--- src/rtl/nand_op_sequencer.sv ---
// NAND operation sequencer.
// Turns a host page read / page program / block erase / chip reset request into
// the command, address and transfer instructions for the flash interface core.
// Between the last command byte and the first R/B# sample it waits tWB, then
// waits for the ready/busy line to go ready, giving up after a timeout.
//
// state  | meaning
// -------+---------------------------------------------------------------
// IDLE   | waiting for a host op, op_ready high
// CMD1   | first command byte (00h / 80h / 60h / FFh)
// ADDR   | address bytes, 5 for read/program, 3 for erase
// XFER   | one page transfer instruction (DIN for program, DOUT for read)
// CMD2   | confirm command byte (30h / 10h / D0h)
// TWB    | fixed tWB wait before R/B# is trusted
// RBWAIT | waiting for synchronized R/B# high, with busy timeout
// DONE   | one-cycle completion pulse, op_err valid
module nand_op_sequencer #(
    parameter int PAGE_BYTES     = 2048,
    parameter int TWB_CYCLES     = 8,
    parameter int TIMEOUT_CYCLES = 2000000
) (
    input  logic        clk,
    input  logic        rst,
    input  logic        op_valid,
    input  logic [1:0]  op_type,
    input  logic [23:0] op_row,
    output logic        op_ready,
    output logic        op_done,
    output logic        op_err,
    output logic [31:0] instr_data,
    output logic        instr_wr,
    input  logic        instr_full,
    output logic [7:0]  byte_data,
    output logic        byte_wr,
    input  logic        byte_full,
    input  logic        iRB_N
);

    typedef enum logic [2:0] {
        S_IDLE   = 3'd0,
        S_CMD1   = 3'd1,
        S_ADDR   = 3'd2,
        S_XFER   = 3'd3,
        S_CMD2   = 3'd4,
        S_TWB    = 3'd5,
        S_RBWAIT = 3'd6,
        S_DONE   = 3'd7
    } state_t;

    localparam logic [1:0] OP_READ    = 2'b00;
    localparam logic [1:0] OP_PROGRAM = 2'b01;
    localparam logic [1:0] OP_ERASE   = 2'b10;
    localparam logic [1:0] OP_RESET   = 2'b11;

    localparam logic [3:0] MODE_CMD  = 4'd1;
    localparam logic [3:0] MODE_ADDR = 4'd2;
    localparam logic [3:0] MODE_DIN  = 4'd3;
    localparam logic [3:0] MODE_DOUT = 4'd4;

    localparam logic [15:0] XFER_COUNT   = 16'(PAGE_BYTES - 1);
    localparam logic [31:0] TWB_LOAD     = 32'(TWB_CYCLES - 1);
    localparam logic [31:0] TIMEOUT_LOAD = 32'(TIMEOUT_CYCLES - 1);

    state_t      state;
    state_t      state_next;
    logic [1:0]  op_kind;
    logic [23:0] row;
    logic [2:0]  addr_idx;
    logic [2:0]  addr_last;
    logic [7:0]  addr_byte;
    logic [7:0]  cmd1_byte;
    logic [7:0]  cmd2_byte;
    logic [31:0] timer;
    logic        timer_zero;
    logic        err_flag;
    logic        ready_en;
    logic        rb_meta;
    logic        rb_sync;
    logic        cmd_ok;
    logic        accept;
    logic        timeout_hit;

    // A command/address byte goes out only when both FIFOs can take it.
    assign cmd_ok      = !instr_full && !byte_full;
    assign op_ready    = ready_en && (state == S_IDLE);
    assign accept      = op_valid && op_ready;
    assign timer_zero  = (timer == 32'd0);
    assign timeout_hit = (state == S_RBWAIT) && !rb_sync && timer_zero;
    assign addr_last   = (op_kind == OP_ERASE) ? 3'd2 : 3'd4;

    // Two-flop synchronizer for the asynchronous ready/busy line; idles ready.
    always_ff @(posedge clk or negedge rst) begin
        if (!rst) begin
            rb_meta <= 1'b1;
            rb_sync <= 1'b1;
        end else begin
            rb_meta <= iRB_N;
            rb_sync <= rb_meta;
        end
    end

    // Holds op_ready low until the first clock after reset release.
    always_ff @(posedge clk or negedge rst) begin
        if (!rst) ready_en <= 1'b0;
        else      ready_en <= 1'b1;
    end

    // State register.
    always_ff @(posedge clk or negedge rst) begin
        if (!rst) state <= S_IDLE;
        else      state <= state_next;
    end

    // Next-state decode; every byte step advances only on an actual write.
    always_comb begin
        state_next = state;
        case (state)
            S_IDLE: begin
                if (accept) state_next = S_CMD1;
            end
            S_CMD1: begin
                if (cmd_ok) state_next = (op_kind == OP_RESET) ? S_TWB : S_ADDR;
            end
            S_ADDR: begin
                if (cmd_ok && (addr_idx == addr_last))
                    state_next = (op_kind == OP_PROGRAM) ? S_XFER : S_CMD2;
            end
            S_XFER: begin
                if (!instr_full)
                    state_next = (op_kind == OP_PROGRAM) ? S_CMD2 : S_DONE;
            end
            S_CMD2: begin
                if (cmd_ok) state_next = S_TWB;
            end
            S_TWB: begin
                if (timer_zero) state_next = S_RBWAIT;
            end
            S_RBWAIT: begin
                if (rb_sync)
                    state_next = (op_kind == OP_READ) ? S_XFER : S_DONE;
                else if (timer_zero)
                    state_next = S_DONE;
            end
            S_DONE: begin
                state_next = S_IDLE;
            end
            default: begin
                state_next = S_IDLE;
            end
        endcase
    end

    // Captures the op on accept, steps the address index and records a timeout.
    always_ff @(posedge clk or negedge rst) begin
        if (!rst) begin
            op_kind  <= OP_READ;
            row      <= 24'h0;
            addr_idx <= 3'd0;
            err_flag <= 1'b0;
        end else if (accept) begin
            op_kind  <= op_type;
            row      <= op_row;
            addr_idx <= 3'd0;
            err_flag <= 1'b0;
        end else begin
            if ((state == S_ADDR) && cmd_ok && (addr_idx != addr_last))
                addr_idx <= addr_idx + 3'd1;
            if (timeout_hit)
                err_flag <= 1'b1;
        end
    end

    // Shared down-counter: loaded on TWB or RBWAIT entry, stops at zero.
    always_ff @(posedge clk or negedge rst) begin
        if (!rst) begin
            timer <= 32'd0;
        end else if ((state_next == S_TWB) && (state != S_TWB)) begin
            timer <= TWB_LOAD;
        end else if ((state_next == S_RBWAIT) && (state != S_RBWAIT)) begin
            timer <= TIMEOUT_LOAD;
        end else if (!timer_zero) begin
            timer <= timer - 32'd1;
        end
    end

    // Command and address byte values for the captured op.
    always_comb begin
        cmd1_byte = 8'hFF;
        cmd2_byte = 8'hD0;
        addr_byte = row[23:16];
        case (op_kind)
            OP_READ:    begin cmd1_byte = 8'h00; cmd2_byte = 8'h30; end
            OP_PROGRAM: begin cmd1_byte = 8'h80; cmd2_byte = 8'h10; end
            OP_ERASE:   begin cmd1_byte = 8'h60; cmd2_byte = 8'hD0; end
            default:    begin cmd1_byte = 8'hFF; cmd2_byte = 8'hD0; end
        endcase
        // Read/program lead with two zero column bytes; erase sends row only.
        if (op_kind == OP_ERASE) begin
            case (addr_idx)
                3'd0:    addr_byte = row[7:0];
                3'd1:    addr_byte = row[15:8];
                default: addr_byte = row[23:16];
            endcase
        end else begin
            case (addr_idx)
                3'd0, 3'd1: addr_byte = 8'h00;
                3'd2:       addr_byte = row[7:0];
                3'd3:       addr_byte = row[15:8];
                default:    addr_byte = row[23:16];
            endcase
        end
    end

    // Output decode; data lines stay on the pending step while a FIFO is full.
    always_comb begin
        instr_data = 32'h0;
        instr_wr   = 1'b0;
        byte_data  = 8'hAA;
        byte_wr    = 1'b0;
        op_done    = 1'b0;
        op_err     = 1'b0;
        case (state)
            S_CMD1: begin
                instr_data = {16'h0, 12'h0, MODE_CMD};
                byte_data  = cmd1_byte;
                instr_wr   = cmd_ok;
                byte_wr    = cmd_ok;
            end
            S_ADDR: begin
                instr_data = {16'h0, 12'h0, MODE_ADDR};
                byte_data  = addr_byte;
                instr_wr   = cmd_ok;
                byte_wr    = cmd_ok;
            end
            S_XFER: begin
                instr_data = {XFER_COUNT, 12'h0,
                              (op_kind == OP_PROGRAM) ? MODE_DIN : MODE_DOUT};
                instr_wr   = !instr_full;
            end
            S_CMD2: begin
                instr_data = {16'h0, 12'h0, MODE_CMD};
                byte_data  = cmd2_byte;
                instr_wr   = cmd_ok;
                byte_wr    = cmd_ok;
            end
            S_DONE: begin
                op_done = 1'b1;
                op_err  = err_flag;
            end
            default: begin
                instr_data = 32'h0;
            end
        endcase
    end

endmodule

--- config.mk ---
export PLATFORM = sky130hd
export DESIGN_NAME = nand_op_sequencer
export DESIGN_NICKNAME = d
export VERILOG_FILES = /design/src/rtl/nand_op_sequencer.sv
export SDC_FILE = /design/constraint.sdc
export NUM_CORES = 1
export LEC_CHECK = 0
export BUFFER_PORTS_ARGS = -buffer_cell sky130_fd_sc_hd__buf_2
export CORE_MARGIN = 3
export CORE_UTILIZATION = 55
export DETAILED_ROUTE_END_ITERATION = 8
export PLACE_DENSITY = 0.79
export SYNTH_ARGS = -nofsm -noshare
export SYNTH_HDL_FRONTEND = slang
export SYNTH_SLANG_ARGS = --single-unit
--- constraint.sdc ---
create_clock -name clk -period 3.1 [get_ports clk]
set_input_delay 0.31 -clock clk [delete_from_list [all_inputs] [get_ports clk]]
set_output_delay 0.31 -clock clk [all_outputs]
set_load 0.02 [all_outputs]
==> results of run 1 <==
==> path summary, 6_finish.rpt <==
path / startpoint / end / slack (ns) / cells after the start
worst max-delay path: state[1] / byte_data[5] / 0.23 / 5
worst min-delay path: iRB_N / rb_meta / 0.08 / 1
worst max register to register: timer[16] / timer[3] / 0.33 / 6
worst min register to register: rb_meta / rb_sync / 0.36 / 0
max in group asynchronous: rst / timer[15] / 1.65 / 3
min in group asynchronous: rst / ready_en / 0.48 / 2
==> cells by family after synthesis <==
logic type	share of synthesized area, %
muxes	0.974
DFF	41.5
other	0.183
buffers and inverters	9.01
and+or+nand+nor	25.8
xor gates and xnor gates	3.62
adders and majority gates	1.83
AOI/OAI and AO/OA	17.1
==> cells in the final DEF, fill, tap and decap left out, types with 11 or more instances in the layout <==
| cell | Yosys | final |
|---|---|---|
| a21oi_1 | 19 | 19 |
| buf_2 | 5 | 58 |
| buf_4 | 28 | 14 |
| conb_1 | 2 | 19 |
| dfrtp_1 | 66 | 66 |
| inv_1 | 16 | 16 |
| nand2_1 | 88 | 88 |
| nor2_1 | 30 | 30 |
| nor3_1 | 17 | 17 |
| o21ai_0 | 25 | 25 |
| or4_1 | 11 | 11 |
| xnor2_1 | 14 | 14 |
==> critical path, stage by stage, from the launching register on <==
cell and delay (ns):
dfrtp_1 0.58, nor3b_1 0.80, o21ai_0 0.21, a221oi_1 0.38, a21oi_1 0.08, buf_2 0.18
==> where the power goes <==
group          switching, mW  internal (mW)
Sequential             0.386           1.27
Clock                  0.346          0.392
Combinational           1.55           1.00
Total                   2.28           2.66
==> per-stage QoR <==
step	setup slack [ns]	utilization [%]	power, mW
floorplan	0.480	-	3.53
finish	0.227	65.4	4.95
global placement	0.387	62.4	4.11
detailed placement	0.328	62.4	4.18
global route	0.0499	65.4	5.33
CTS	0.243	65.4	4.93
==> state kept, by name, summed over array words and instances, names as in the netlist <==
register	count
op_kind	2
rb_sync	1
timer	32
addr_idx	3
ready_en	1
row	24
rb_meta	1
state	3
err_flag	1
==> metal layers <==
| metal | vias to the layer above | GRT usage [%] |
|---|---|---|
| met5 | - | 0 |
| met4 | 0 | 8.66 |
| met3 | 14 | 3.66 |
| met2 | 152 | 33.8 |
| met1 | 1749 | 32.8 |
| li1 | 1747 | - |
==> area by class of cell <==
class	instances	area (um^2)	area share, %
Multi-Input combinational cell	359	2100	45.7
Sequential cell	68	1700	37.1
Timing Repair Buffer	73	405	8.83
Clock buffer	10	138	3.00
Tap cell	96	120	2.62
Clock inverter	6	63.8	1.39
Inverter	16	60.1	1.31
==> what timing repair did <==
item	4_1_cts	5_1_grt
resized for setup	0	0
hold buffers	1	0
hold endpoints to repair	22	0
==> Implementation_results.wiki, run 1 <==
{| class="wikitable"
! Metric !! Value
|-
| Count of input and output buffers || 58
|-
| Most frequent cell after synthesis || nand2_1
|-
| Top flip-flop cell by instance count after synthesis || dfrtp_1
|-
| Clock-pin slew on the worst setup and hold paths || 0.07 ns
|-
| Layout Cell Area excl Fill || 4590 um^2
|-
| Largest net degree at the start of global routing || 47
|-
| Pwr/cell area || 1080 nW/um^2
|-
| Fin Clk Skew || 0.0132 ns
|-
| Final number of max-transition violations || 0
|-
| Routed wire length on met2 || 4200 um
|-
| EDFF count, synth || 0
|-
| Starting utilization of the core area || 58.5%
|-
| Clk root buf || clkbuf_8
|-
| Mean post-synth cell area || 8.58 um^2
|-
| Ratio of routed vias to standard cells || 5.83
|-
| Share of post-route cells with drive strength above 1 || 19.0%
|-
| Number of nets with antenna violations after detailed routing || 0
|-
| Die Footprint || 8540 um^2
|-
| Post-synth top area cell || dfrtp_1
|-
| Area added between synthesis and finish || 11.7%
|-
| Count of standard-cell rows || 30
|-
| Max VDD drop || 0.000476 V
|-
| Transition time at the pin with the least slew margin || 0.916 ns
|-
| Top routing layer in use || met4
|-
| Path type of the worst setup path || reg -> out
|-
| Status || finished, final reports clean
|-
| Worst-Skew Late Latency || 0.34 ns
|-
| Number of buffers inserted to repair setup after CTS || 0
|-
| Number of different library cells in the post-synthesis netlist || 61
|-
| Critical path arrival || 2.56 ns
|-
| Final min period || 2.87 ns
|-
| Endpoint class of the critical path || output pin
|-
| Static power due to leakage || 2.17 nW
|-
| Core ar. || 7020 um^2
|-
| Avg WL per Cell || 15.0 um
|-
| Antenna cells || 0
|-
| Fraction of synthesis flops using an asynchronous set or reset pin || 100%
|-
| Met3 routed wirelength || 613 um
|-
| Synth area leaders || dfrtp_1, nand2_1, buf_4, o21ai_0, xnor2_1
|-
| Area fraction of the dominant cell type after synthesis || 40.2%
|-
| Cell count after synthesis || 479
|-
| Maximum achievable frequency || 348 MHz
|-
| Number of design-rule violations left by the first detailed-router iteration || 322
|-
| # setup viols final || 0
|-
| Floorplan die width || 92.4 um
|-
| Worst-case clock buffer depth || 2
|-
| I/O pins || 77
|-
| Clock tree from TritonCTS || done
|-
| Final hold slack || 0.0844 ns
|-
| Final non-filler cell total || 628
|-
| Sequential area share after synthesis || 41.5%
|-
| Initial antenna violation count || 0
|-
| Max-cap violations || 0
|-
| Max transition margin || 38.8%
|-
| Detail Placement HPWL || 6880 um
|-
| Classification of the worst-slack hold path || in -> reg
|-
| Setup repair after global routing missed its margin || false
|-
| Synthesized area || 4110 um^2
|-
| Met1 wire length || 4450 um
|-
| Final hold violation count || 0
|-
| FILL cells || 589
|-
| Via count of the first global-routing pass || 3316
|-
| Final RePlAce weighted congestion || 0.917
|-
| Number of nets in the layout || 565
|-
| Routed Wire Length || 9420 um
|-
| Worst setup SP type || register
|-
| Data required, critical path || 2.79 ns
|-
| Total routing resource utilization after global routing || 22.6%
|-
| Total negative setup slack || 0 ns
|-
| Total overflow reported by the global router || 0
|-
| Dpl cell area || 4380 um^2
|-
| Pre-antenna DRT Iters || 5
|-
| Clock net sink count || 68
|-
| Total number of vias || 3662
|-
| Period Utilization, post-route || 92.7%
|-
| Remaining DRCs || 0
|-
| Commonest cells in the synthesized netlist || nand2_1, dfrtp_1, nor2_1
|-
| CP max FO || 15
|-
| Global-route wire length before repair || 15700 um
|-
| Count of warnings emitted by yosys || 0
|-
| Flip-flop and latch count after synthesis || 68
|-
| H-tree levels || 3
|-
| Total clock buffers created by CTS || 9
|-
| Cell total after placement || 611
|-
| Die outline height || 92.4 um
|}
No activity file was read; power rests on OpenSTA's default activity.
==> run 2: changes to the inputs <==
==> constraint.sdc (replaced) <==
create_clock -name clk -period 2.94 [get_ports clk]
set_input_delay 0.294 -clock clk [delete_from_list [all_inputs] [get_ports clk]]
set_output_delay 0.294 -clock clk [all_outputs]
set_load 0.02 [all_outputs]
==> run 2 against run 1 <==
  * Hold slack worse by 0.021 ns
  * Routed wire length up 5.5%
  * Count of clock-buffer cells in the layout grew 1
  * Critical path depth increased by 1
  * Cell area increased by 0.90%
  * Global-route usage up 1.7 points
  * Final cell count is 0.32% lower
  * Combinational power grew 6%
  * Sequential share of layout area is 0.30 points lower
  * Critical path type is now reg -> reg
  * Largest cell class unchanged
  * Largest power group unchanged
  * Highest routed layer unchanged
==> Implementation_results.wiki, run 2 (synthesized netlist as in run 1, its figures left out) <==
{| class="wikitable"
! Metric !! Value
|-
| Status || finished, final reports clean
|-
| Final min period || 2.76 ns
|-
| Total negative setup slack || 0 ns
|-
| Register ranked first by flip-flop count || timer
|-
| Count of input and output buffers || 58
|-
| Final number of max-transition violations || 0
|-
| H-tree levels || 3
|-
| Number of nets with antenna violations after detailed routing || 0
|-
| I/O pins || 77
|-
| Net switching power || 2.46 mW
|-
| Part of the total power dissipated in the clock network || 16.5%
|-
| Net switching fraction of the power || 45.8%
|-
| Classification of the worst-slack hold path || in -> reg
|-
| Floorplan die width || 92.4 um
|-
| Die outline height || 92.4 um
|-
| Initial antenna violation count || 0
|-
| Fin Clk Skew || 0.00846 ns
|-
| Worst-case clock buffer depth || 2
|-
| FILL cells || 576
|-
| Number of design-rule violations left by the first detailed-router iteration || 396
|-
| Max transition margin || 51.2%
|-
| Share of post-route cells with drive strength above 1 || 19.2%
|-
| Period Utilization, post-route || 93.8%
|-
| Maximum achievable frequency || 363 MHz
|-
| Final RePlAce weighted congestion || 0.938
|-
| Hold Startpoint || iRB_N
|-
| Final hold slack || 0.0638 ns
|-
| Clock tree from TritonCTS || done
|-
| Final hold violation count || 0
|-
| Pwr/cell area || 1160 nW/um^2
|-
| Avg WL per Cell || 15.9 um
|-
| Path type of the worst setup path || reg -> reg
|-
| Largest net degree at the start of global routing || 36
|-
| Number of nets in the layout || 563
|-
| Antenna cells || 0
|-
| Proportion of power drawn by flip-flops and latches || 33.1%
|-
| Most common library cell in the layout ignoring fill and taps || nand2_1
|-
| Cell total after placement || 609
|-
| Combinational share of power || 50.3%
|-
| Worst setup SP type || register
|-
| Setup repair after global routing missed its margin || false
|-
| CP max FO || 32
|-
| Commonest cells after routing, fill and taps aside || nand2_1, dfrtp_1, buf_2, nor2_1, o21ai_0
|-
| Via count of the first global-routing pass || 3575
|-
| Worst Hold Path Cells || 1
|-
| Data required, critical path || 3.13 ns
|-
| End point of the worst hold path || rb_meta
|-
| Transition time at the pin with the least slew margin || 0.731 ns
|-
| RR Endpoint || timer[17]
|-
| Area added between synthesis and finish || 12.7%
|-
| Worst reg2reg startpoint || timer[2]
|-
| # setup viols final || 0
|-
| Remaining DRCs || 0
|-
| Detail Placement HPWL || 7030 um
|-
| Die Footprint || 8540 um^2
|-
| Max VDD drop || 0.000626 V
|-
| Worst-Skew Late Latency || 0.34 ns
|-
| Finished Core Util || 66.0%
|-
| Total routing resource utilization after global routing || 24.3%
|-
| Worst reg-to-reg path cell count || 6
|-
| Routed Wire Length || 9940 um
|-
| Total number of vias || 3692
|-
| Core ar. || 7020 um^2
|-
| Pre-antenna DRT Iters || 6
|-
| Endpoint class of the critical path || register
|-
| Clock-pin slew on the worst setup and hold paths || 0.08 ns
|-
| Total clock buffers created by CTS || 9
|-
| Clk root buf || clkbuf_8
|-
| Total overflow reported by the global router || 0
|-
| Static power due to leakage || 2.18 nW
|-
| Reg-to-reg slack, setup || 0.18 ns
|-
| Count of standard-cell rows || 30
|-
| Ratio of routed vias to standard cells || 5.90
|-
| Critical path arrival || 2.95 ns
|-
| Global-route wire length before repair || 16800 um
|-
| Final non-filler cell total || 626
|-
| Internal || 2.91 mW
|-
| Starting utilization of the core area || 58.5%
|-
| Clock net sink count || 68
|-
| Max-cap violations || 0
|-
| Largest registers || timer: 32 flops, row: 24 flops
|-
| Number of flip-flops under the largest register name || 32
|}
run 2: cell count changes in the layout (fill, tap and decap cells not counted), sizes merged:
cell / previous run / this run
bufinv: 1 / 2
clkbuf: 10 / 11
clkinv: 3 / 1
buf: 72 / 70
run 2: how the worst max path moves through the flow:
stage                start           end  slack (ns)  depth (start not counted)
6_report          timer[2]     timer[17]        0.18                          6
5_1_grt        addr_idx[0]  byte_data[3]       0.003                          8
4_1_cts        addr_idx[2]  byte_data[6]        0.14                          7
3_5_place_dp     timer[16]     timer[25]        0.22                          5
3_3_place_gp     timer[16]     timer[25]        0.28                          5
2_1_floorplan    timer[16]     timer[25]        0.32                          6
run 2: metrics by stage:
stage / total power [mW] / setup slack, ns / area, um^2
floorplan: 3.72 / 0.320 / 4170
global placement: 4.33 / 0.284 / 4380
detailed placement: 4.42 / 0.222 / 4380
CTS: 5.34 / 0.138 / 4620
global route: 5.78 / 0.00271 / 4630
finish: 5.37 / 0.182 / 4630
run 2: cell type report:
type / instances / area (um^2) / share of cell area, %
well taps: 96 / 120 / 2.59
inverters: 16 / 60.1 / 1.30
clock buffers: 11 / 151 / 3.27
clock inverters: 5 / 83.8 / 1.81
flip-flops and latches: 68 / 1710 / 36.8
repair buffers: 71 / 403 / 8.70
multi-input cells: 359 / 2110 / 45.5
run 2: power by group through the flow:
stage | clock, mW | combinational [mW] | sequential, mW
2_1_floorplan | 0 | 2.12 | 1.60
3_3_place_gp | 0 | 2.59 | 1.74
3_5_place_dp | 0 | 2.65 | 1.77
4_1_cts | 0.897 | 2.68 | 1.76
5_1_grt | 0.945 | 3.00 | 1.83
6_report | 0.888 | 2.70 | 1.78
run 2: layer usage:
| metal | global-route usage [%] | wire [um] |
|---|---|---|
| met5 | 0 | 0 |
| met4 | 10.0 | 161 |
| met3 | 4.06 | 695 |
| met2 | 38.0 | 4570 |
| met1 | 33.4 | 4510 |
run 2: what timing repair did:
action / CTS / global route
endpoints found under the hold margin: 24 / 0
resized for setup: 0 / 3
endpoints found under the setup margin: 0 / 3
setup buffers: 0 / 0
hold buffers: 1 / 0
run 2: worst max-delay path: stages (launching register included):
cell	delay, ns
dfrtp_1	0.43
nor4_2	0.57
nand4_1	0.54
nor4_1	0.50
o221a_2	0.30
buf_12	0.19
a211oi_1	0.07
